==> config.mk <==
export PLATFORM = sky130hd
export DESIGN_NAME = fetch_unit
export DESIGN_NICKNAME = d
export VERILOG_FILES = /design/src/rtl/fetch_unit.sv
export SDC_FILE = /design/constraint.sdc
export NUM_CORES = 1
export LEC_CHECK = 0
export ABC_CLOCK_PERIOD_IN_PS = 3700
export CORE_UTILIZATION = 51
export DETAILED_ROUTE_END_ITERATION = 12
export GPL_TIMING_DRIVEN = 0
export HOLD_SLACK_MARGIN = 0.1
export PLACE_DENSITY_LB_ADDON = 0.15
export SLEW_MARGIN = 5
export SYNTH_ARGS = -nofsm -noshare
export SYNTH_HDL_FRONTEND = slang
export SYNTH_SLANG_ARGS = --single-unit
==> constraint.sdc <==
create_clock -name clk -period 3.7 [get_ports clk]
set_clock_uncertainty 0.05 [all_clocks]
set_input_delay 0.925 -clock clk [delete_from_list [all_inputs] [get_ports clk]]
set_output_delay 0.925 -clock clk [all_outputs]
set_load 0.01 [all_outputs]
==> src/rtl/fetch_unit.sv <==
// Fetch stage with static predict-taken branch/JAL redirect from Decode,
// mispredict recovery from Execute, and the F/D pipeline register.
module fetch_unit (
  input  logic        clk,
  input  logic        nreset,
  input  logic        StallF,
  input  logic        StallD,
  input  logic        FlushD,
  input  logic        branch_D,
  input  logic        jump_D,
  input  logic [31:0] ImmExt_D,
  input  logic        mispredict_E,
  input  logic [31:0] Instr_F,
  output logic [31:0] PC_F,
  output logic [31:0] Instr_D,
  output logic [31:0] PC_D,
  output logic [31:0] PCPlus4_D,
  output logic        valid_D,
  output logic        branched_flag_F
);

  localparam logic [31:0] NOP = 32'h0000_0013;

  logic [31:0] r_pc_f;
  logic [31:0] r_instr_d;
  logic [31:0] r_pc_d;
  logic [31:0] r_pcplus4_d;
  logic        r_valid_d;
  logic        r_branched;
  logic [31:0] r_recover_pc;

  logic        w_redirect;
  logic [31:0] w_target;
  logic [31:0] w_pc_f_plus4;
  logic [31:0] w_pc_d_plus4;

  // A redirect fires once per instruction in D; the flag blocks a repeat
  // while D is held, and stalls or an Execute mispredict defer/suppress it.
  always_comb begin
    w_redirect   = r_valid_d & (branch_D | jump_D) & ~r_branched
                   & ~StallF & ~mispredict_E;
    w_target     = r_pc_d + ImmExt_D;
    w_pc_f_plus4 = r_pc_f + 32'd4;
    w_pc_d_plus4 = r_pc_d + 32'd4;
  end

  always_ff @(posedge clk) begin
    if (!nreset) begin
      r_pc_f       <= '0;
      r_instr_d    <= NOP;
      r_pc_d       <= '0;
      r_pcplus4_d  <= '0;
      r_valid_d    <= 1'b0;
      r_branched   <= 1'b0;
      r_recover_pc <= '0;
    end else begin
      if (mispredict_E)     r_pc_f <= r_recover_pc;
      else if (w_redirect)  r_pc_f <= w_target;
      else if (!StallF)     r_pc_f <= w_pc_f_plus4;

      // Only conditional branches can be wrong; JAL leaves the recovery PC alone.
      if (w_redirect && branch_D) r_recover_pc <= w_pc_d_plus4;

      if (w_redirect)                              r_branched <= 1'b1;
      else if (mispredict_E || FlushD || !StallD)  r_branched <= 1'b0;

      if (FlushD || mispredict_E) begin
        r_instr_d <= NOP;
        r_valid_d <= 1'b0;
      end else if (!StallD) begin
        r_instr_d   <= Instr_F;
        r_pc_d      <= r_pc_f;
        r_pcplus4_d <= w_pc_f_plus4;
        r_valid_d   <= 1'b1;
      end
    end
  end

  always_comb begin
    PC_F            = r_pc_f;
    Instr_D         = r_instr_d;
    PC_D            = r_pc_d;
    PCPlus4_D       = r_pcplus4_d;
    valid_D         = r_valid_d;
    branched_flag_F = r_branched;
  end

endmodule

# --- Word-level counts from Yosys, hierarchy flattened ---
# Cells that the tools add are included.
word_totals:
  register_bits: 162
  elab_cells: 34
  output_inout_bits: 130
  input_bits: 72
classes:
  reduce_logical: 7
  n_addsub: 3
  n_eq_ne: 1
  bitwise_logic: 11
  mux: 5
ops:
  columns: ["op", "n"]
  rows:
  - ["two-way mux 32 bit", 3]
  - ["adder 32 x 3 -> 32 bit, second input constant", 2]
  - ["adder 32 bit", 1]
  - ["NOT 1 bit", 6]
  - ["AND 1 bit", 4]
  - ["!= test 3 x 1 -> 1 bit, second input constant", 1]
  - ["logical OR 1 bit", 2]
  - ["two-way mux 1 bit", 2]
  - ["AND reduction 2 bit", 1]
  - ["nonzero test 2 bit", 1]
  - ["OR reduction 2 bit", 1]
  - ["logical AND 1 bit", 1]
  - ["zero test 1 bit", 1]
  - ["OR 1 bit", 1]

# --- Depth between registers and ports, before layout ---
logic_depth:
  word_depth: 7
  depth_mapped: 11
  ltp_nobuf: 11

# --- Worst setup path before layout ---
# No wires, ideal clock.
synth_path:
  path_type: "input to register"
  from: "in ImmExt_D[10]"
  to: "reg r_pc_f[31], in the netlist PC_F[31]"
  stages: 10
  path_buffers: 1
  t_required_ns: 3.571
  t_arrival_ns: 2.900
  setup_slack_ns: 0.671
  setup_ns: 0.079
  path_cell_list: "ha_1 -> clkbuf_2 -> nor2_1 -> o21ai_1 -> a31oi_1 -> or3_1 -> o21ba_4 -> nor3_2 -> mux2_4 -> a211oi_2"
synth_between:
  elab_chain_len: 3
synth_rtl:
  columns: ["element", "line_no", "rtl"]
  rows:
  - ["from (decl)", "11", "input logic [31:0] ImmExt_D,"]
  - ["adder 32 bit", "42", "w_target = r_pc_d + ImmExt_D;"]
  - ["two-way mux 32 bit", "58", "else if (w_redirect) r_pc_f <= w_target;"]
  - ["two-way mux 32 bit", "57", "if (mispredict_E) r_pc_f <= r_recover_pc;"]
  - ["to (signal assigned)", "57", null]
  - ["to (signal assigned)", "58", null]
  - ["to (signal assigned)", "59", "else if (!StallF) r_pc_f <= w_pc_f_plus4;"]
  - ["to (decl)", "24", "logic [31:0] r_pc_f;"]
# No other way between the ends.
# A chain may end at the register's enable or synchronous reset.

# --- Worst setup path in the final report ---
layout_path:
  from: "in ImmExt_D[0]"
  to: "reg r_pc_f[30], in the netlist PC_F[30]"
# Same word-level chain as after synthesis.

==> impl_metrics.csv <==
group,metric,value,unit
status,outcome,"completed",
yosys,synth_nets,1222,
global_route,grt_pass1_wl,47200,µm
routing,ant_nets,0,
critical_path,required,3.95,ns
routing,drt_wl_total,31400,µm
sta,tightest_slew,1.16,ns
critical_path,ff2ff_path_depth,9,
power_and_ir_drop,p_per_area,331,nW/µm²
finish,final_common_cell,"clkdlybuf4s50_1",
sta,setup_viol,0,
finish,num-nets-final,1440,
power_and_ir_drop,finalPower,3.95,mW
min_path,hold_class,"register to register",
floorplan,num_io_pins,202,
finish,area_growth,30.9,%
clock_tree,clk_latency,0.43,ns
clock_tree,clockBufferDepth,2,
yosys,synth_cell_types,80,
critical_path,r2r-start,"PC_D[2]",
floorplan,start_util,52.5,%
routing,via_per_inst,5.98,
power_and_ir_drop,ir_drop,0.333,mV
critical_path,cp_slowest_cell,"clkdlybuf4s50_1",
yosys,synth_area_per_cell,8.17,µm²
yosys,synth-edff-count,0,
routing,vias,9401,
global_route,grt_overflow,0,
critical_path,slowest_delay,0.46,ns
routing,firstDrtPassIters,6,
floorplan,core_area,17400,µm²
sta,period_minus_slack,3.55,ns
placed_design,pre_cts_ws,-0.570,ns
yosys,ys.warnings.count,0,
critical_path,critPathCaptureType,"register",
critical_path,reg2reg_slack,0.65,ns
min_path,holdPathEnd,"PC_F[22]",
clock_tree,cts_tree,"yes",
finish,stdcell_area,11900,µm²
global_route,grt_use_total,34.0,%
sta,fmax,282,MHz
placed_design,post-place-cells,1539,
yosys,syn_area,9110,µm²
global_route,grt_pass1_vias,8560,
critical_path,path_cells,"clkdlybuf4s50_1 -> ha_1 -> inv_1 -> fa_1 -> nor2b_1 -> o21bai_1 -> a31oi_4 -> o211ai_1 -> a21oi_2 -> buf_4 -> a31oi_1 -> xor2_1 -> o22ai_1",
power_and_ir_drop,p_leak,4.48,nW
clock_tree,cts_inserted_buffers,17,
yosys,seq_area_frac_synth,35.1,%
sta,relSlewSlack,22.1,%
placed_design,routabilityCongestion,0.936,
min_path,hold_path_startpoint,"r_recover_pc[22]",
yosys,ys_async_sr_fraction,0,%
sta,hold_violations,0,
global_route,grt_max_degree,17,
floorplan,fp.dieW,136,µm
clock_tree,h-tree-depth,4,
floorplan,die_h,136,µm
routing,drt_iter0_markers,962,
routing,drc,0,
clock_tree,clk_pin_slew_worst_paths,0.06,ns
floorplan,dieArea,18400,µm²
finish,drive_above_1_share,6.54,%
placed_design,port_buffers,198,
placed_design,placed_area,11400,µm²
yosys,syn_inst,1116,
placed_design,place_hpwl,23700,µm
critical_path,worstSetupStartpointType,"primary input",
routing,routedWlPerCell,20.0,µm
critical_path,timing_worst_setup_path_type,"primary input to register",
yosys,ys_ff_latch,160,
sta,finalCritPeriodShare,95.8,%
finish,n_antenna_cell,0,
clock_tree,cts_root_buf,"clkbuf_16",
finish,layout_common_cells,"198 x clkdlybuf4s50_1, 160 x dfxtp_1, 144 x nand2_1",
sta,fin_ws,0.154,ns
flow_run,drv_cap,0,
min_path,hold_path_depth,2,
sta,setup_tns,0,ns
clock_tree,cts.sinks,160,
yosys,ys.flop_type,"dfxtp_1",
floorplan,rows,48,
critical_path,critPathArrivalTime,3.79,ns
global_route,grt_antenna_before_repair,0,
finish,instances_no_fill,1571,
sta,rsz0062_at_grt,"false",
critical_path,rr_endpoint,"PC_F[28]",
critical_path,crit_fanout,4,
sta,maxSlewViolCount,0,
[final cells by class]
cell class / count / area, µm²
multi-input cells: 857 / 5450
flip-flops and latches: 160 / 3200
clock buffers: 21 / 460
inverters: 21 / 78.8
fillers: 1478 / 5430
well taps: 225 / 282
plain buffers: 78 / 407
repair buffers: 199 / 1990
clock inverters: 10 / 62.6
[critical path: cells and delay by family]
family,cells,cell delay (ns)
AO/OA/AOI/OAI,6,1.22
XOR/XNOR,1,0.18
adder cells (fa/ha/maj),2,0.59
buffers and inverters,3,0.69
AND/OR/NAND/NOR,1,0.20
[metal layers]
metal | global-route usage [%] | up-vias | wire [µm]
li1 | - | 4415 | -
met1 | 43.3 | 4402 | 12700
met2 | 54.1 | 485 | 14500
met3 | 8.60 | 99 | 3040
met4 | 14.6 | 0 | 1210
met5 | 0 | - | 0
[how the worst max path moves through the flow]
stage / from / end / depth (start not counted)
floorplan: ImmExt_D[10] / PC_F[31] / 10
global placement: ImmExt_D[0] / PC_F[28] / 12
global route: ImmExt_D[0] / PC_F[22] / 12
detailed placement: ImmExt_D[0] / PC_F[22] / 12
finish: ImmExt_D[0] / PC_F[30] / 13
CTS: ImmExt_D[0] / PC_F[22] / 12
[cell usage after synthesis (4+ instances only)]
| cell type | count | share of area [%] |
|---|---|---|
| dfxtp_1 | 160 | 35 |
| nand2_1 | 144 | 5.9 |
| nor2_1 | 126 | 5.2 |
| a21oi_1 | 101 | 5.5 |
| a211oi_1 | 55 | 4.5 |
| clkbuf_1 | 55 | 2.3 |
| xor2_1 | 47 | 4.5 |
| o21ai_0 | 45 | 2.5 |
| mux2i_1 | 34 | 3.7 |
| ha_1 | 33 | 4.5 |
| nand3_1 | 33 | 1.8 |
| xnor2_1 | 31 | 3.0 |
| a21o_1 | 20 | 1.6 |
| inv_1 | 20 | 0.82 |
| a31oi_1 | 18 | 1.2 |
| and3_1 | 14 | 0.96 |
| nand4_1 | 13 | 0.89 |
| nor3_1 | 13 | 0.71 |
| or3_1 | 10 | 0.69 |
| buf_4 | 8 | 0.66 |
| o21a_1 | 7 | 0.58 |
| nand2b_1 | 6 | 0.41 |
| o22ai_1 | 6 | 0.41 |
| o31ai_1 | 6 | 0.49 |
| and4_1 | 5 | 0.48 |
| nor3_2 | 5 | 0.55 |
| nor4_1 | 5 | 0.34 |
| o211ai_1 | 5 | 0.41 |
| a221oi_1 | 4 | 0.38 |
| buf_2 | 4 | 0.22 |
| clkbuf_8 | 4 | 0.60 |
| o21ai_1 | 4 | 0.22 |
| o311ai_0 | 4 | 0.38 |
[report_power, final]
group	switching, mW	internal [mW]	total, mW
Clock	0.711	0.884	1.59
Sequential	0.0473	1.76	1.81
Combinational	0.290	0.252	0.541
[state kept, by name, indices dropped and copies added (netlist names)]
signal and flops:
Instr_D 32, PCPlus4_D 30, PC_D 32, PC_F 32
branched_flag_F 1, r_recover_pc 32, valid_D 1
[kinds of logic after synthesis]
| family | count (synthesis) | share of synthesized area (%) |
|---|---|---|
| compound gates | 309 | 22.3 |
| xor+xnor | 78 | 7.50 |
| fa+ha+maj | 34 | 4.75 |
| buf+inv | 99 | 5.33 |
| flops | 160 | 35.1 |
| mux | 35 | 3.90 |
| simple gates | 401 | 21.0 |
[metrics by stage]
stage | hold WS (ns) | util, %
global route | 0.440 | 68.7
CTS | 0.399 | 68.6
floorplan | 0.379 | -
finish | 0.402 | 68.7
detailed placement | 0.391 | 65.5
global placement | 0.389 | 65.5
[repair_timing]
item                                   CTS  global route
setup endpoints to repair                4             4
buffers inserted                         0             1
pin swaps                                0             2
hold buffers                             0             0
resized for setup                        1             3
endpoints found under the hold margin    0             0
Note: power is estimated with default switching activity, not from simulation.
